File: config.mk
export PLATFORM = sky130hd
export DESIGN_NAME = pipe_ctrl
export DESIGN_NICKNAME = d
export VERILOG_FILES = /design/src/rtl/pipe_ctrl.sv
export SDC_FILE = /design/constraint.sdc
export NUM_CORES = 1
export LEC_CHECK = 0
export BUFFER_PORTS_ARGS = -buffer_cell sky130_fd_sc_hd__buf_2
export CAP_MARGIN = 20
export CORE_MARGIN = 1
export CORE_UTILIZATION = 52
export CTS_CLUSTER_SIZE = 24
export DETAILED_ROUTE_END_ITERATION = 10
export PLACE_DENSITY = 0.84
export SYNTH_ARGS = -nofsm -noshare
export SYNTH_HDL_FRONTEND = slang
export SYNTH_SLANG_ARGS = --single-unit
export TNS_END_PERCENT = 1
File: constraint.sdc
create_clock -name clk_i -period 2.6 [get_ports clk_i]
set_input_delay 0.26 -clock clk_i [delete_from_list [all_inputs] [get_ports clk_i]]
set_output_delay 0.26 -clock clk_i [all_outputs]
set_load 0.01 [all_outputs]
File: src/rtl/pipe_ctrl.sv
// In-order pipeline controller: per-stage valid tracking, stall/flush arbitration and
// scoreboard-style pending-write counters for read-after-write interlock in ID.
module pipe_ctrl #(
    parameter int unsigned STAGES = 5,
    parameter int unsigned NREGS  = 8,
    localparam int unsigned RW = $clog2(NREGS),
    localparam int unsigned PW = $clog2(STAGES)
) (
    input  logic              clk_i,
    input  logic              rst_ni,
    input  logic              if_valid_i,
    input  logic              imem_busy_i,
    input  logic              dmem_busy_i,
    input  logic [RW-1:0]     id_srca_i,
    input  logic [RW-1:0]     id_srcb_i,
    input  logic              id_use_a_i,
    input  logic              id_use_b_i,
    input  logic [RW-1:0]     id_dest_i,
    input  logic              id_we_i,
    input  logic              branch_taken_i,
    output logic [STAGES-1:0] stage_valid_o,
    output logic [STAGES-2:0] stage_load_o,
    output logic              load_pc_o,
    output logic              flush_o,
    output logic              hazard_stall_o,
    output logic              dmem_stall_o
);

    typedef enum logic [2:0] {
        ModeNormal,
        ModeImem,
        ModeHazard,
        ModeDmem,
        ModeFlush
    } mode_e;

    localparam logic [PW-1:0] PendMax = PW'(STAGES - 2);

    logic [STAGES-1:1] v_q, v_d;
    logic [STAGES-1:2] we_q, we_d;
    logic [RW-1:0]     dst_q [2:STAGES-1];
    logic [RW-1:0]     dst_d [2:STAGES-1];
    logic [PW-1:0]     pend_q [NREGS];
    logic [PW-1:0]     pend_d [NREGS];

    logic  if_ok, src_a_busy, src_b_busy, shift;
    logic  inc_en, dec_en, pend_err;
    mode_e mode;

    assign if_ok          = if_valid_i & ~imem_busy_i;
    assign stage_valid_o  = {v_q, if_ok};
    assign flush_o        = branch_taken_i & v_q[STAGES-1];
    assign dmem_stall_o   = dmem_busy_i & v_q[STAGES-2];
    // No write-through: a writer sitting in WB still blocks its readers this cycle.
    assign src_a_busy     = id_use_a_i & (pend_q[id_srca_i] != '0);
    assign src_b_busy     = id_use_b_i & (pend_q[id_srcb_i] != '0);
    assign hazard_stall_o = v_q[1] & (src_a_busy | src_b_busy);

    always_comb begin
        if (flush_o) begin
            mode = ModeFlush;
        end else if (dmem_stall_o) begin
            mode = ModeDmem;
        end else if (hazard_stall_o) begin
            mode = ModeHazard;
        end else if (!if_ok) begin
            mode = ModeImem;
        end else begin
            mode = ModeNormal;
        end
    end

    assign shift = (mode == ModeNormal) | (mode == ModeImem) | (mode == ModeHazard);

    always_comb begin
        v_d          = v_q;
        we_d         = we_q;
        dst_d        = dst_q;
        load_pc_o    = 1'b0;
        stage_load_o = '0;
        unique case (mode)
            ModeFlush: begin
                load_pc_o    = 1'b1;
                stage_load_o = '1;
                v_d          = '0;
                we_d         = '0;
            end
            ModeDmem: begin
                stage_load_o = '0;
            end
            ModeHazard: begin
                // ID holds its instruction; a bubble is injected into stage 2.
                stage_load_o = {{(STAGES-2){1'b1}}, 1'b0};
                v_d[2]       = 1'b0;
                we_d[2]      = 1'b0;
            end
            default: begin
                load_pc_o    = (mode == ModeNormal);
                stage_load_o = '1;
                v_d[1]       = (mode == ModeNormal);
                v_d[2]       = v_q[1];
                we_d[2]      = v_q[1] & id_we_i;
                dst_d[2]     = id_dest_i;
            end
        endcase
        if (shift) begin
            for (int i = 3; i < STAGES; i++) begin
                v_d[i]   = v_q[i-1];
                we_d[i]  = we_q[i-1];
                dst_d[i] = dst_q[i-1];
            end
        end
    end

    always_comb begin : p_pend
        logic inc, dec;
        inc      = 1'b0;
        dec      = 1'b0;
        inc_en   = v_q[1] & id_we_i & ((mode == ModeNormal) | (mode == ModeImem));
        dec_en   = v_q[STAGES-1] & we_q[STAGES-1] & (mode != ModeDmem) & (mode != ModeFlush);
        pend_err = 1'b0;
        for (int unsigned r = 0; r < NREGS; r++) begin
            inc       = inc_en & (id_dest_i == RW'(r));
            dec       = dec_en & (dst_q[STAGES-1] == RW'(r));
            pend_d[r] = pend_q[r];
            if (mode == ModeFlush) begin
                pend_d[r] = '0;
            end else if (inc && !dec) begin
                pend_err  = pend_err | (pend_q[r] == PendMax);
                pend_d[r] = pend_q[r] + PW'(1);
            end else if (dec && !inc) begin
                pend_err  = pend_err | (pend_q[r] == '0);
                pend_d[r] = pend_q[r] - PW'(1);
            end
        end
    end

    always_ff @(posedge clk_i or negedge rst_ni) begin
        if (!rst_ni) begin
            v_q  <= '0;
            we_q <= '0;
            for (int i = 2; i < STAGES; i++) begin
                dst_q[i] <= '0;
            end
            for (int unsigned r = 0; r < NREGS; r++) begin
                pend_q[r] <= '0;
            end
        end else begin
            v_q    <= v_d;
            we_q   <= we_d;
            dst_q  <= dst_d;
            pend_q <= pend_d;
        end
    end

`ifndef SYNTHESIS
    pend_range_a: assert property (@(posedge clk_i) disable iff (!rst_ni) !pend_err)
        else $error("pipe_ctrl: pending-write counter over/underflow");
`endif

endmodule

==> summary.txt <==
Critical path
  • Worst setup EP type: register
  • Worst EP required: 2.82 ns
  • Startpoint Class: register
  • CP arrival: 2.87 ns
  • Most frequent CP cell: mux2i_1
  • Crit-path max FO: 4
  • CP top delay family: simple AND/OR/NAND/NOR gates
  • CP Buf/Inv Count: 1
  • RR Endpoint: pend_q[17]
  • Slowest library cell on the worst path: or4_4
  • R2R cell count: 11
  • CP peak stage delay: 0.47 ns
  • Worst-path cell chain: nor4_2 -> o31ai_1 -> o2111ai_2 -> buf_4 -> nand4_4 -> or4_4 -> nor2_4 -> fa_2 -> nor2_1 -> mux2i_1 -> mux2i_1
  • R2R setup slack: -0.05 ns
  • RR Startpoint: pend_q[11]
  • Setup CP Type: reg -> reg

Floorplanning
  • # rows: 24
  • Die area: 0.00513 sq mm
  • Die height: 71.6 microns
  • Die W: 71.6 microns
  • Top-Level Pins: 31
  • Starting Density: 0.559
  • CORE AREA: 0.00450 sq mm

Global routing
  • Grt ovf: 0
  • Largest net degree at the start of global routing: 41
  • Global Route Usage Sum: 0.255
  • Initial antenna violation count: 0
  • Vias in the first global route: 2180
  • First-pass GRT wire length: 9.94 mm

Timing
  • Final setup violation count: 3
  • Slew margin rel.: 0.408
  • Final Hold Fails: 0
  • Final Cycle Share: 1.02
  • Final setup TNS: -0.114 ns
  • Unrepaired setup endpoints after global routing: yes
  • Tmin final: 2.65 ns
  • Setup slack after layout: -0.0517 ns
  • Worst-Margin Slew: 0.888 ns
  • Post-route clock skew: 0.00692 ns
  • Max-slew violation count: 0
  • Max Clk Rate: 377 MHz

Yosys
  • Synth cell count leaders: dfrtp_1, nand2_1, nor2_1, inv_1, a21oi_1
  • Main flop type after synthesis: dfrtp_1
  • Top-count cell post-synth: dfrtp_1
  • Mean Syn Cell Area: 9.43 sq um
  • Cell taking the most area after synthesis: dfrtp_1
  • Yosys cell types: 45
  • Yosys warning total: 0
  • Ys async rst share: 1.00
  • Synth top area cells: dfrtp_1, fa_1, mux2i_1
  • Synth Cell Area: 0.00252 sq mm
  • Seq cells post-synth: 40
  • Synth Net Count: 295
  • Yosys top cell area share: 0.397
  • Mapped Cells: 267
  • Number of synthesized flops with an enable pin: 0
  • Register area share after synthesis: 0.397

Pwr
  • Peak supply drop: 0.628 mV
  • Cell area power density: 875 mW/mm^2
  • Leak Pwr: 1.52 nW

Status
  • Run status: complete, but fails checks
  • Failing checks: setup timing

Detailed routing
  • Pre-antenna DRT Iters: 4
  • Vias: 2199
  • Drt drc: 0
  • Final ANT Viol Nets: 0
  • Final Routed Wirelength: 5.80 mm
  • DR WL/cell: 14.9 microns
  • Initial DRC count: 112
  • Vias per std cell: 5.64

CTS
  • Clk Latency, worst-skew pair: 0.30 ns
  • Clk slew on worst S/H paths: 0.08 ns
  • TritonCTS Buffers: 5
  • CTS tree: yes
  • Clock Root Buffer: clkbuf_8
  • Clock sink total: 40
  • Hold-fix buffers, CTS: 0
  • H-tree Lvls: 2
  • CTS Buffer Depth: 2

Layout
  • Final Non-Filler Cells: 390
  • Area delta synth->final: 27.1%
  • Antenna cells: 0
  • Share of cells above drive strength 1: 0.349
  • Final net count: 365
  • Final Util: 0.711

Place
  • Port Buf Inserts: 30
  • Routability Congestion: 0.893
  • Placed Cells: 379
  • Placed wire-length estimate: 4.33 mm
  • Pre-CTS setup slack: -0.133 ns

Worst hold path
  • Hold Crit Class: in -> async

Job
  • Maxcap violations: 0
==> final cells by class <==
type                            count  area, sq um
Sequential cell                    40         1000
Clock inverter                      2         10.0
Multi-Input combinational cell    196         1500
Fill cell                         335         1300
Inverter                           23         88.8
Timing Repair Buffer               71          458
Tap cell                           52         65.1
Clock buffer                        6         82.6
==> layer usage <==
layer,vias to the layer above,GRT usage,part of all wire
met5,-,0,0
met4,0,0.0654,0.0091
met3,7,0.0549,0.054
met2,57,0.433,0.50
met1,1067,0.337,0.43
li1,1068,-,-
==> worst register-to-register path, delay by kind of cell, from the launching register on <==
kind	cells	cell delay [ns]
and+or+nand+nor	5	1.00
muxes	2	0.38
DFF	1	0.43
buffers and inverters	1	0.17
adders and majority gates	1	0.19
AOI/OAI and AO/OA	2	0.40
==> sequential cells by signal, summed over array words and instances (netlist names) <==
name and cells:
we_q 3, pend_q 24, v_q 4, dst_q 9
==> repair_timing <==
action / CTS / global route
pin swaps: 6 / 6
setup buffers: 2 / 1
setup endpoints to repair: 9 / 18
resized for setup: 9 / 12
==> stage by stage <==
stage	hold WS (ns)	power (mW)	cell area [sq um]
global placement	0.418	2.23	2990
floorplan	-0.0356	1.83	2550
finish	0.0832	2.80	3200
CTS	0.116	2.78	3140
detailed placement	0.442	2.31	2990
global route	0.156	3.04	3200
==> worst max path at each step <==
stage,start,end,slack (ns),depth (start not counted)
CTS,pend_q[4],pend_q[23],-0.03,11
global placement,id_srcb_i[0],pend_q[23],-0.04,12
global route,pend_q[11],pend_q[17],-0.23,11
floorplan,pend_q[7],pend_q[23],-0.05,12
finish,pend_q[11],pend_q[17],-0.05,11
detailed placement,id_srcb_i[0],pend_q[23],-0.13,12
==> kinds of logic (layout without fill, tap and decap cells) <==
family | count (synthesis) | after routing | share of synthesized area
buffers and inverters | 31 | 102 | 0.0571
multiplexers | 25 | 25 | 0.104
adder cells (fa/ha/maj) | 10 | 10 | 0.0735
AND/OR/NAND/NOR | 109 | 109 | 0.229
flip-flops | 40 | 40 | 0.397
AO/OA/AOI/OAI | 42 | 42 | 0.105
XOR/XNOR | 10 | 10 | 0.0348
==> layout by cell type, fill, tap and decap left out, types with 3 or more instances in the layout <==
master / count
mux2_2: 9
buf_2: 30
nor3_1: 9
mux2i_1: 16
and2_1: 3
o211ai_1: 3
nor2_1: 21
nor4_2: 3
o21ai_0: 11
nand4_1: 3
clkbuf_8: 6
buf_4: 41
nor3_2: 3
nor4_1: 5
nor2b_1: 4
fa_2: 3
inv_1: 20
nand3_1: 9
nand2_1: 27
xnor2_1: 7
dfrtp_1: 40
fa_1: 5
a21oi_1: 15
==> power breakdown <==
| part | switching [mW] | internal (mW) |
|---|---|---|
| clock network | 0.212 | 0.212 |
| registers | 0.223 | 0.853 |
| logic | 0.640 | 0.662 |
Note: power is estimated with default switching activity, not from simulation.
